File: src/rtl/tts_pkg.sv
// Shared definitions for the truth-table sequencer: state encoding,
// settle-counter width and the vector-count helper.
package tts_pkg;

  localparam int unsigned SETTLE_W = 4;

  typedef enum logic [2:0] {
    IDLE   = 3'd0,
    DRIVE  = 3'd1,
    SETTLE = 3'd2,
    SAMPLE = 3'd3,
    DONE   = 3'd4
  } state_t;

  // Number of input combinations for an n-input function
  function automatic int unsigned NUM_VEC(input int unsigned n);
    return 32'd1 << n;
  endfunction

endpackage

File: src/rtl/tts_settle_timer.sv
// Loadable down-counter with a zero flag; times how long stim is held
// before the implementation outputs are sampled.
module tts_settle_timer
  import tts_pkg::*;
#(
  parameter int unsigned W = SETTLE_W
) (
  input  logic         clk,
  input  logic         rst,
  input  logic         load,
  input  logic [W-1:0] load_val,
  input  logic         dec,
  output logic         zero
);

  logic [W-1:0] count;

  // Load takes priority; decrement saturates at zero
  always_ff @(posedge clk) begin
    if (rst) begin
      count <= '0;
    end else if (load) begin
      count <= load_val;
    end else if (dec && (count != '0)) begin
      count <= count - 1'b1;
    end
  end

  assign zero = (count == '0);

endmodule

File: src/rtl/truth_table_sequencer.sv
// Clocked exhaustive-sweep controller: drives every input combination in
// ascending order, waits a settle interval, samples all implementation
// outputs, flags disagreement with the golden output (bit 0) and captures
// the golden truth table.
// Optional build macro STOP_ON_FAIL_EN: end the sweep at the first
// vector that shows any mismatch.
module truth_table_sequencer
  import tts_pkg::*;
#(
  parameter int unsigned NUM_IN     = 3,
  parameter int unsigned NUM_OUT    = 6,
  parameter int unsigned SETTLE_CYC = 2
) (
  input  logic                          clk,
  input  logic                          rst,
  input  logic                          start,
  input  logic                          abort,
  output logic [NUM_IN-1:0]             stim,
  input  logic [NUM_OUT-1:0]            dut_out,
  output logic                          busy,
  output logic                          done,
  output logic                          pass,
  output logic [NUM_OUT-1:0]            mism_mask,
  output logic                          fail_valid,
  output logic [NUM_IN-1:0]             fail_vec,
  output logic [NUM_VEC(NUM_IN)-1:0]    truth_table
);

  localparam logic [SETTLE_W-1:0] SETTLE_LOAD = SETTLE_W'(SETTLE_CYC - 1);
  localparam logic [NUM_IN-1:0]   LAST_VEC    = '1;

  state_t             state;
  logic               timer_load;
  logic               timer_dec;
  logic               timer_zero;
  logic [NUM_OUT-1:0] cur_mism;
  logic               stop_now;

  // Every output compared against the golden bit; bit 0 is zero by construction
  assign cur_mism   = dut_out ^ {NUM_OUT{dut_out[0]}};
  assign timer_load = (state == DRIVE);
  assign timer_dec  = (state == SETTLE);

`ifdef STOP_ON_FAIL_EN
  assign stop_now = (stim == LAST_VEC) || (|cur_mism);
`else
  assign stop_now = (stim == LAST_VEC);
`endif

  tts_settle_timer #(
    .W (SETTLE_W)
  ) u_settle_timer (
    .clk      (clk),
    .rst      (rst),
    .load     (timer_load),
    .load_val (SETTLE_LOAD),
    .dec      (timer_dec),
    .zero     (timer_zero)
  );

  // Sweep FSM with registered status and capture outputs
  always_ff @(posedge clk) begin
    if (rst) begin
      state       <= IDLE;
      stim        <= '0;
      busy        <= 1'b0;
      done        <= 1'b0;
      pass        <= 1'b1;
      mism_mask   <= '0;
      fail_valid  <= 1'b0;
      fail_vec    <= '0;
      truth_table <= '0;
    end else begin
      done <= 1'b0;
      case (state)
        IDLE: begin
          if (start) begin
            state       <= DRIVE;
            stim        <= '0;
            busy        <= 1'b1;
            mism_mask   <= '0;
            fail_valid  <= 1'b0;
            fail_vec    <= '0;
            truth_table <= '0;
          end
        end
        DRIVE: begin
          if (abort) begin
            state <= IDLE;
            busy  <= 1'b0;
          end else begin
            state <= SETTLE;
          end
        end
        SETTLE: begin
          if (abort) begin
            state <= IDLE;
            busy  <= 1'b0;
          end else if (timer_zero) begin
            state <= SAMPLE;
          end
        end
        SAMPLE: begin
          if (abort) begin
            state <= IDLE;
            busy  <= 1'b0;
          end else begin
            truth_table[stim] <= dut_out[0];
            mism_mask         <= mism_mask | cur_mism;
            if ((|cur_mism) && !fail_valid) begin
              fail_valid <= 1'b1;
              fail_vec   <= stim;
            end
            // Terminal check precedes the increment so stim never wraps
            if (stop_now) begin
              state <= DONE;
              done  <= 1'b1;
              busy  <= 1'b0;
              pass  <= ~(|(mism_mask | cur_mism));
            end else begin
              stim  <= stim + 1'b1;
              state <= DRIVE;
            end
          end
        end
        DONE: begin
          state <= IDLE;
        end
        default: begin
          state <= IDLE;
          busy  <= 1'b0;
        end
      endcase
    end
  end

endmodule

File: config.mk
export PLATFORM = sky130hd
export DESIGN_NAME = truth_table_sequencer
export DESIGN_NICKNAME = d
export VERILOG_FILES = /design/src/rtl/tts_pkg.sv /design/src/rtl/tts_settle_timer.sv /design/src/rtl/truth_table_sequencer.sv
export SDC_FILE = /design/constraint.sdc
export NUM_CORES = 1
export LEC_CHECK = 0
export ABC_CLOCK_PERIOD_IN_PS = 2700
export BUFFER_PORTS_ARGS = -buffer_cell sky130_fd_sc_hd__buf_2
export CORE_ASPECT_RATIO = 0.5
export CORE_MARGIN = 2
export CORE_UTILIZATION = 53
export DETAILED_ROUTE_END_ITERATION = 12
export PLACE_DENSITY = 0.76
export SYNTH_ARGS = -nofsm -noshare
export SYNTH_HDL_FRONTEND = slang
export SYNTH_HIERARCHICAL = 1
export SYNTH_SLANG_ARGS = --single-unit
File: constraint.sdc
create_clock -name clk -period 2.7 [get_ports clk]
set_input_delay 0.405 -clock clk [delete_from_list [all_inputs] [get_ports clk]]
set_output_delay 0.405 -clock clk [all_outputs]
set_load 0.01 [all_outputs]
### Yosys cells after proc, flatten, opt, wreduce, memory -nomap -nowiden

Index checks and enable logic that the tools add are counted.

| storage, ports and cells | value |
|---|---|
| logic and storage cells | 88 |
| output and inout bits | 24 |
| flip-flop bits (word level) | 31 |

| cells by class | value |
|---|---|
| magnitude comparators | 2 |
| add/subtract/negate cells | 2 |
| bitwise operators | 6 |
| reduce and logical (&&, ||, !) cells | 20 |
| eq/ne operators | 12 |
| mux-type cells | 35 |

Operator list:

| kind | count |
|---|---|
| $mux W3 | 10 |
| $mux W8 | 2 |
| $pmux W8 S2 | 1 |
| $mux W6 | 2 |
| $pmux W3 S2 | 2 |
| $pmux W3 S4 | 1 |
| $pmux W6 S2 | 1 |
| $reduce_and A4 Y1 | 3 |
| $reduce_or A6 Y1 | 2 |
| $mux W1 | 11 |
| $bwmux W8 | 1 |
| $ne A2 B2 Y1 const B | 4 |
| $eq A3 B2 Y1 const B | 2 |
| $eq A3 B3 Y1 const B | 2 |
| $ne A3 B3 Y1 const B | 2 |
| $or A6 B6 Y6 | 1 |
| $reduce_and A3 Y1 | 2 |
| $xor A6 B6 Y6 | 1 |
| $logic_not A4 Y1 | 1 |
| $lt A3 B4 Y1 const B | 1 |
| $not A1 Y1 | 4 |
| $pmux W1 S4 | 1 |
| $reduce_bool A2 Y1 | 2 |
| $reduce_bool A4 Y1 | 1 |
| 14 further kinds | 17 |

### Depth between registers and ports, before layout

Gate-level depths: netlist of the first run.

| logic depth | value |
|---|---|
| depth after elaboration | 7 |
| mapped depth | 7 |
| depth with buffers taken out | 7 |

### Cells and area by module

The synthesis of the first run kept the hierarchy.

Modules (own cells, without submodules):

| module | cells an instance | area an instance (µm²) | sequential area each (µm²) | times used |
|---|---|---|---|---|
| truth_table_sequencer | 143 | 1,322.5 | 520.5 | 1 |
| tts_settle_timer | 29 | 262.8 | 80.1 | 1 |

### Worst setup path before layout of the first run

OpenSTA, ideal clock, no wires.

| path | value |
|---|---|
| kind | reg2reg |
| from | reg state[1] |
| to | reg u_settle_timer.count[3] |
| data arrival time | 1.808 ns |
| library setup time | 0.126 ns |
| required time | 2.574 ns |
| slack | 0.767 ns |
| stages on the path, launching flop included | 6 |
| clock period less this slack | 1.933 ns |
| buffers on the path | 1 |
| path through | dfxtp_1 > buf_6 > nor3b_1 > nor4b_2 > mux2i_1 > a211oi_1 |

| between the ends | value |
|---|---|
| word-level cells in the longest chain between the ends | 2 |
| elaborated cells on any way between the ends | 4 |
| those cells by class | eq/ne (2); reduce/logical (2) |

Ends and longest elaborated chain:

| what | RTL line | RTL |
|---|---|---|
| start, declared | truth_table_sequencer.sv:32 | `state_t state;` |
| start signal, assigned | truth_table_sequencer.sv:64 | `state <= IDLE;` |
| start signal, assigned | truth_table_sequencer.sv:78 | `state <= DRIVE;` |
| start signal, assigned | truth_table_sequencer.sv:89 | `state <= IDLE;` |
| $eq A3 B2 Y1 | truth_table_sequencer.sv:42 | `assign timer_dec = (state == SETTLE);` |
| via timer_dec | truth_table_sequencer.sv:34 | `logic timer_dec;` |
| $logic_and A1 B1 Y1 | tts_settle_timer.sv:24 | `end else if (dec && (count != '0)) begin` |
| end signal, assigned | tts_settle_timer.sv:23 | `count <= load_val;` |
| end signal, assigned | tts_settle_timer.sv:25 | `count <= count - 1'b1;` |
| end, declared | tts_settle_timer.sv:16 | `logic [W-1:0] count;` |

The timed path passes the listed nets, and every way through them passes these cells.
A chain may end at the register's enable or synchronous reset.

### Worst setup path after layout of the first run

| path | value |
|---|---|
| from | reg state[1] |
| to | reg truth_table[0] |

| between the ends | value |
|---|---|
| word-level cells in the longest chain between the ends | 3 |
| elaborated cells on any way between the ends | 7 |
| those cells by class | eq/ne (3); mux (1); reduce/logical (3) |

Ends and longest elaborated chain:

| what | RTL line | RTL |
|---|---|---|
| $eq A3 B2 Y1 / $logic_not A3 Y1 (equally long branches) | truth_table_sequencer.sv:75 | `case (state)` |
| $ne A2 B2 Y1 (no line) / $reduce_bool A2 Y1 (equally long branches) | - |  |
| $reduce_and A3 Y1 (no line) | - |  |
| end signal, assigned by index | truth_table_sequencer.sv:108 | `truth_table[stim] <= dut_out[0];` |
| end, declared | truth_table_sequencer.sv:26 | `output logic [NUM_VEC(NUM_IN)-1:0] truth_table` |

Several ways; a longest one is shown, not always the timed one.

==> results of run 1 <==
[power groups by stage]
stage               Clock [mW]  Sequential [mW]  Combinational (mW)
finish                   0.445            0.482               0.148
global placement             0            0.490               0.144
detailed placement           0            0.491               0.147
CTS                      0.451            0.482               0.149
global route             0.469            0.485               0.163
floorplan                    0            0.486               0.116
[registers in the layout, indices dropped and copies added, names as in the netlist]
signal / count
done: 1
u_settle_timer/count: 4
stim: 3
truth_table: 8
pass: 1
mism_mask: 5
fail_valid: 1
fail_vec: 3
busy: 1
state: 3
[stage by stage]
stage                      util  hold WS, ns  power (mW)  std cells
final                     0.681        0.469        1.08        243
after global routing      0.681        0.472        1.12        243
after CTS                 0.681        0.470        1.08        243
after detailed placement  0.641        0.461       0.638        235
after global placement    0.641        0.449       0.635        235
after floorplan               -        0.474       0.602        175
[cells in the final DEF, fill, tap and decap left out, drive strengths merged, types with 2 or more instances in the layout]
master	synthesis	final
a2111oi	2	2
a211oi	2	2
a21o	2	2
a21oi	10	10
a22o	2	2
a311oi	2	2
a32o	4	4
buf	7	34
clkbuf	4	5
clkinv	0	2
conb	2	5
dfxtp	30	30
ha	3	3
inv	5	5
nand2	10	10
nand2b	3	3
nand3	4	4
nand4	2	2
nor2	24	24
nor2b	2	2
nor3	5	5
nor3b	2	2
nor4	2	2
nor4b	2	2
o211ai	5	5
o21ai	8	8
o2bb2ai	3	3
or3b	2	2
xor2	5	5
[kinds of logic after synthesis]
kind of cell / Yosys count
AO/OA/AOI/OAI: 47
XOR/XNOR: 5
adder cells (fa/ha/maj): 3
buffers and inverters: 16
flip-flops: 30
multiplexers: 2
other: 2
AND/OR/NAND/NOR: 67
[layer usage]
metal	vias up	global-route usage	part of all wire
met5	-	0	0
met4	0	0.0712	0.015
met3	11	0.0638	0.067
met2	48	0.331	0.45
met1	659	0.277	0.47
li1	688	-	-
[how the worst max path moves through the flow]
stage / depth (start not counted) / slack (ns) / end / start
final: 4 / 0.81 / truth_table[0] / state[1]
after global routing: 7 / 0.69 / state[0] / u_settle_timer/count[1]
after CTS: 7 / 0.83 / state[0] / u_settle_timer/count[1]
after detailed placement: 4 / 0.85 / truth_table[1] / state[1]
after global placement: 4 / 0.88 / truth_table[0] / state[1]
after floorplan: 5 / 0.77 / u_settle_timer/count[3] / state[1]
[tightest hold or removal path: cells and delay by family, from the launching register on]
| kind | cells | cell delay (ns) |
|---|---|---|
| DFF | 1 | 0.32 |
| AOI/OAI and AO/OA | 1 | 0.05 |
| and+or+nand+nor | 1 | 0.06 |
[area by class of cell]
class | count | share of cell area
Inverter | 5 | 0.0101
Sequential cell | 30 | 0.325
Clock buffer | 5 | 0.0372
Tap cell | 37 | 0.0250
Clock inverter | 3 | 0.0216
Multi-Input combinational cell | 129 | 0.487
Timing Repair Buffer | 34 | 0.0947
==> flow_summary_export.csv, run 1 <==
group,metric,value,unit
outcome,outcome,"finished clean",
worst_hold_path,min-delay-start,"fail_vec[1]",
clocking,ctsRootBufferMaster,"clkbuf_8",
setup_path,path_delay_family,"simple AND/OR/NAND/NOR gates",
sta,period_minus_slack,1.89,ns
logic_synthesis,synthAdderAreaFrac,0.0237,
global_route,antenna_found_initial,0,
logic_synthesis,synth_flop_cell,"dfxtp_1",
sta,slew_violations,0,
clocking,ctsResizeCount,0,
logic_synthesis,synthDistinctLibCells,55,
place,place_area,1740,sq um
sta,finalCritPeriodShare,0.698,
worst_hold_path,holdPathStages,2,
setup_path,r2r_slack,0.81,ns
global_route,grt_pass1_wl,5.53,mm
clocking,cts_tree,"yes",
setup_path,worst-setup-path-type,"flop to flop",
clocking,htree_num_levels,2,
place,portBuffers,32,
logic_synthesis,ys_warn_count,6,
layout,syn_to_final_growth,16.7,%
place,post-dp-hpwl,2.48,mm
sta,fmax,530,MHz
sta,layout_setup_ws,0.815,ns
floorplanning,die_x,81.3,um
clocking,clkSlewWorstSetupHoldPaths,0.06,ns
setup_path,cp.required,2.87,ns
logic_synthesis,synthArstFlopShare,0,
power,intPower,0.794,mW
logic_synthesis,synth_most_common_cell,"dfxtp_1",
setup_path,cp.buffers_inverters,0,
global_route,grt-ovfl-total,0,
sta,hold_viol,0,
sta,relSlewSlack,0.633,
clocking,cts_setup_buffers,0,
logic_synthesis,yosys.area_share.simple,0.259,
floorplanning,design.core.area,2720,sq um
worst_hold_path,hold_class,"flop to flop",
global_route,track_usage,0.211,
logic_synthesis,synthMuxAreaShare,0.0158,
place,pre_cts_slack,0.851,ns
logic_synthesis,synth_area,1590,sq um
setup_path,worst_path_largest_cell_delay,0.67,ns
logic_synthesis,synth_compound_area_frac,0.230,
sta,setup_violations,0,
power,netSwitchingPower,0.282,mW
routing,routed_wirelength,3.46,mm
logic_synthesis,syn_avg_cell_area,9.22,sq um
logic_synthesis,synth_top_family_by_area,"simple AND/OR/NAND/NOR gates",
layout,antennaDiodeCount,0,
layout,register_area,601,sq um
sta,tightestPinTransition,0.550,ns
power,p_sw_frac,0.262,
power,seqPwrFrac,0.448,
clocking,cts_buffers,5,
routing,vias,1406,
logic_synthesis,ys_seq_elements,30,
power,power_density,581,nW/um^2
clocking,cts_num_sinks,30,
floorplanning,initial_core_util,0.584,
logic_synthesis,yosys-top-cells-count,"dfxtp_1, nor2_1, nand2_1, a21oi_1, o21ai_0",
clocking,insertion_delay,0.28,ns
floorplanning,die_area,3470,sq um
logic_synthesis,synthTopCellsByArea,"dfxtp_1, nor2_1, a21oi_1",
sta,tns,0,ns
logic_synthesis,synth_edf_count,0,
setup_path,reg2reg_depth,4,
sta,final.setup_skew,0.00678,ns
layout,layout-drive-gt1-share,0.277,
routing,drc,0,
worst_hold_path,min_to,"fail_vec[1]",
logic_synthesis,synthCells,172,
setup_path,cp_max_fo,13,
clocking,clk_path_buf_depth,2,
floorplanning,num_rows,13,
floorplanning,die_y,42.7,um
logic_synthesis,yosys.area.top_type_share,0.379,
setup_path,slowest_stage,"dfxtp_1",
setup_path,worstPathArrival,2.06,ns
job,cap_violations,0,
power,ir_worst_vdd,0.354,mV
routing,viasPerCell,5.79,
clocking,hold_buffers,0,
global_route,grt_max_degree,16,
setup_path,setup.worst_path.start_class,"flop",
sta,rsz0062_at_grt,"no",
setup_path,regToRegStartpoint,"state[1]",
power,comb_power_share,0.138,
layout,fin_area,1850,sq um
logic_synthesis,yosys.area.top_type,"dfxtp_1",
routing,drtPass1Iterations,4,
setup_path,cp-end-kind,"flop",
floorplanning,io_pins,34,
routing,ant_nets,0,
routing,routedWlPerCell,14.2,um
power,p_leak,0.824,nW
logic_synthesis,synth_seq_area_share,0.379,
setup_path,rr_endpoint,"truth_table[0]",
layout,finalNetCount,218,
routing,drtIter0Drc,52,
setup_path,path_cells,"and4bb_2, or2_1, o21ai_0, a32o_1",
layout,multi_input_comb_area,901,sq um
layout,fillCellCount,226,
logic_synthesis,synth-xor-area-share,0.0276,
power,power_frac_clock,0.414,
place,gp_congestion,0.733,
global_route,grt_pass1_vias,1241,
Note: power is estimated with default switching activity, not from simulation.
==> inputs of run 2 (changes only) <==
Settings changed: ABC_AREA from default to 1, ABC_CLOCK_PERIOD_IN_PS 2700 to 1900.
Clock period 2.7 ns to 1.9 ns, I/O delays scaled along.
==> run 2 against run 1 <==
Effect of this change: final area rose by 1.1%; non-clock buffer count grew 2; clock power up 22%; combinational power up 140%; via count grew 8.3%; register-to-register slack worse by 0.48 ns; routed wire length shrank 2.1%; fmax rose by 21%; largest power group unchanged; clock-buffer cell count up 1; sequential share of layout area decreased by 0.35 points; critical endpoint is now truth_table[3]; clock skew down 0.0040 ns.
==> flow_summary_export.csv, run 2 <==
group,metric,value,unit
place,post-dp-hpwl,2.55,mm
layout,regMostFlops,"truth_table",
layout,layout-drive-gt1-share,0.221,
sta,slew_violations,0,
power,ir_worst_vdd,0.551,mV
power,p_leak,0.904,nW
layout,antennaDiodeCount,0,
routing,routedWlPerCell,11.0,um
power,intPower,1.09,mW
setup_path,cp-end-kind,"flop",
sta,finalCritPeriodShare,0.823,
logic_synthesis,ys_warn_count,6,
logic_synthesis,synth_area,1570,sq um
sta,final.setup_skew,0.00280,ns
global_route,grt_pass1_wl,5.71,mm
worst_hold_path,min-delay-start,"rst",
logic_synthesis,yosys.area_share.simple,0.317,
logic_synthesis,synth_flop_cell,"dfxtp_1",
place,portBuffers,32,
global_route,track_usage,0.217,
routing,drtPass1Iterations,6,
global_route,grt-ovfl-total,0,
logic_synthesis,synth_seq_area_share,0.383,
logic_synthesis,synth_most_common_cell,"nand2_1",
setup_path,r2r_slack,0.34,ns
power,p_sw_frac,0.315,
logic_synthesis,synthMuxAreaShare,0,
logic_synthesis,synth_compound_area_frac,0.145,
floorplanning,io_pins,34,
sta,hold_viol,0,
logic_synthesis,synthArstFlopShare,0,
logic_synthesis,syn_avg_cell_area,6.82,sq um
setup_path,crit_start,"state[0]",
setup_path,regToRegStartpoint,"state[0]",
routing,viasPerCell,4.94,
routing,drc,0,
layout,fillCellCount,250,
routing,routed_wirelength,3.39,mm
sta,layout_setup_ws,0.336,ns
clocking,cts_num_sinks,30,
logic_synthesis,synthDistinctLibCells,32,
clocking,cts_tree,"yes",
worst_hold_path,hold_class,"input pin to flop",
clocking,cts_buffers,5,
routing,ant_nets,0,
logic_synthesis,yosys.area.top_type_share,0.383,
logic_synthesis,synthAdderAreaFrac,0.0239,
floorplanning,die_x,80.9,um
place,pre_cts_slack,0.362,ns
outcome,outcome,"finished clean",
layout,fin_cells,308,
place,gp_congestion,0.840,
layout,layout_common_cells,"nand2_1, buf_2, inv_1",
layout,reg_top3,"truth_table: 8 flops, mism_mask: 5 flops, u_settle_timer/count: 4 flops",
logic_synthesis,yosys.area.top_type,"dfxtp_1",
logic_synthesis,yosys-top-cells-count,"nand2_1, inv_1, dfxtp_1, a21oi_1",
place,place_area,1780,sq um
logic_synthesis,synth_top_family_by_area,"simple AND/OR/NAND/NOR gates",
layout,finalNetCount,283,
layout,largest_reg_flops,8,
logic_synthesis,synth-xor-area-share,0.0112,
power,netSwitchingPower,0.500,mW
logic_synthesis,synth_edf_count,0,
clocking,htree_num_levels,2,
setup_path,cp_max_fo,16,
floorplanning,initial_core_util,0.581,
sta,tns,0,ns
sta,period_minus_slack,1.56,ns
layout,layout_commonest_cell,"nand2_1",
global_route,grt_max_degree,17,
global_route,grt_pass1_vias,1328,
sta,rsz0062_at_grt,"no",
sta,fmax,639,MHz
power,seqPwrFrac,0.438,
setup_path,worstPathArrival,1.74,ns
clocking,clk_path_buf_depth,2,
logic_synthesis,synthTopCellsByArea,"dfxtp_1, nand2_1, inv_1",
global_route,antenna_found_initial,0,
power,power_frac_clock,0.342,
logic_synthesis,synthCells,230,
layout,fin_area,1870,sq um
setup_path,worst-setup-path-type,"flop to flop",
job,cap_violations,0,
routing,drtIter0Drc,64,
place,dp.cells,300,
clocking,hold_buffers,0,
setup_path,cp.required,2.07,ns
floorplanning,num_rows,13,
floorplanning,die_area,3440,sq um
routing,vias,1522,
clocking,cts_setup_buffers,0,
clocking,clkSlewWorstSetupHoldPaths,0.07,ns
clocking,ctsResizeCount,0,
floorplanning,design.core.area,2700,sq um
clocking,ctsRootBufferMaster,"clkbuf_8",
logic_synthesis,ys_seq_elements,30,
power,comb_power_share,0.219,
power,power_density,849,nW/um^2
clocking,insertion_delay,0.28,ns
setup_path,setup.worst_path.start_class,"flop",
layout,syn_to_final_growth,19.2,%
floorplanning,die_y,42.5,um
sta,setup_violations,0,
==> run 2: changes by cell type after synthesis, sizes merged, moves of 5 or more <==
cell	change
nand3	+16
nand2	+43
o211ai	-5
o21ai	+7
a21oi	+13
nor3	+7
inv	+31
==> run 2: per-layer routing <==
layer  global-route usage  share of wire  up-vias
li1                     -              -      813
met1                0.294           0.49      672
met2                0.332           0.45       32
met3               0.0668          0.047        5
met4               0.0610          0.013        0
met5                    0              0        -
==> run 2: metrics by stage <==
stage	utilization	hold WS [ns]	power (mW)
after floorplan	-	0.347	0.977
after global placement	0.658	0.445	1.05
after detailed placement	0.658	0.451	1.06
after CTS	0.693	0.307	1.60
after global routing	0.693	0.313	1.68
final	0.693	0.305	1.59
==> run 2: power groups by stage <==
stage / sequential [mW] / clock, mW / combinational (mW)
after floorplan: 0.719 / 0 / 0.258
after CTS: 0.696 / 0.551 / 0.348
after detailed placement: 0.710 / 0 / 0.346
final: 0.697 / 0.544 / 0.349
after global routing: 0.701 / 0.586 / 0.394
after global placement: 0.709 / 0 / 0.336
==> run 2: layout make-up <==
cell class,count,area [sq um],share of cell area
sequential,30,601,0.321
multi-input combinational,160,798,0.427
inverter,37,140,0.0749
clock inverter,2,12.5,0.00669
clock buffer,6,82.6,0.0441
tap,37,46.3,0.0247
timing repair buffer,36,190,0.102
==> run 2: cell families (layout without fill, tap and decap cells) <==
group                    count (synthesis)  count (layout)
flip-flops                              30              30
XOR/XNOR                                 2               2
buffers and inverters                   43              81
AO/OA/AOI/OAI                           42              42
AND/OR/NAND/NOR                        108             108
other                                    2               5
adder cells (fa/ha/maj)                  3               3
==> run 2: final timing paths <==
| check | to | depth (start not counted) |
|---|---|---|
| worst max-delay path | truth_table[3] | 11 |
| worst min-delay path | done | 2 |
| worst max register to register | truth_table[3] | 11 |
| worst min register to register | truth_table[2] | 2 |
==> run 2: critical path, cell delays in order (launching register included) <==
cell and delay [ns]:
dfxtp_1 0.33, inv_1 0.08, nand2_1 0.07, nor2_2 0.11
inv_2 0.05, nand2_2 0.05, inv_2 0.04, nor2_4 0.24
buf_4 0.24, o21ai_0 0.11, nand2_1 0.07, a21oi_1 0.06
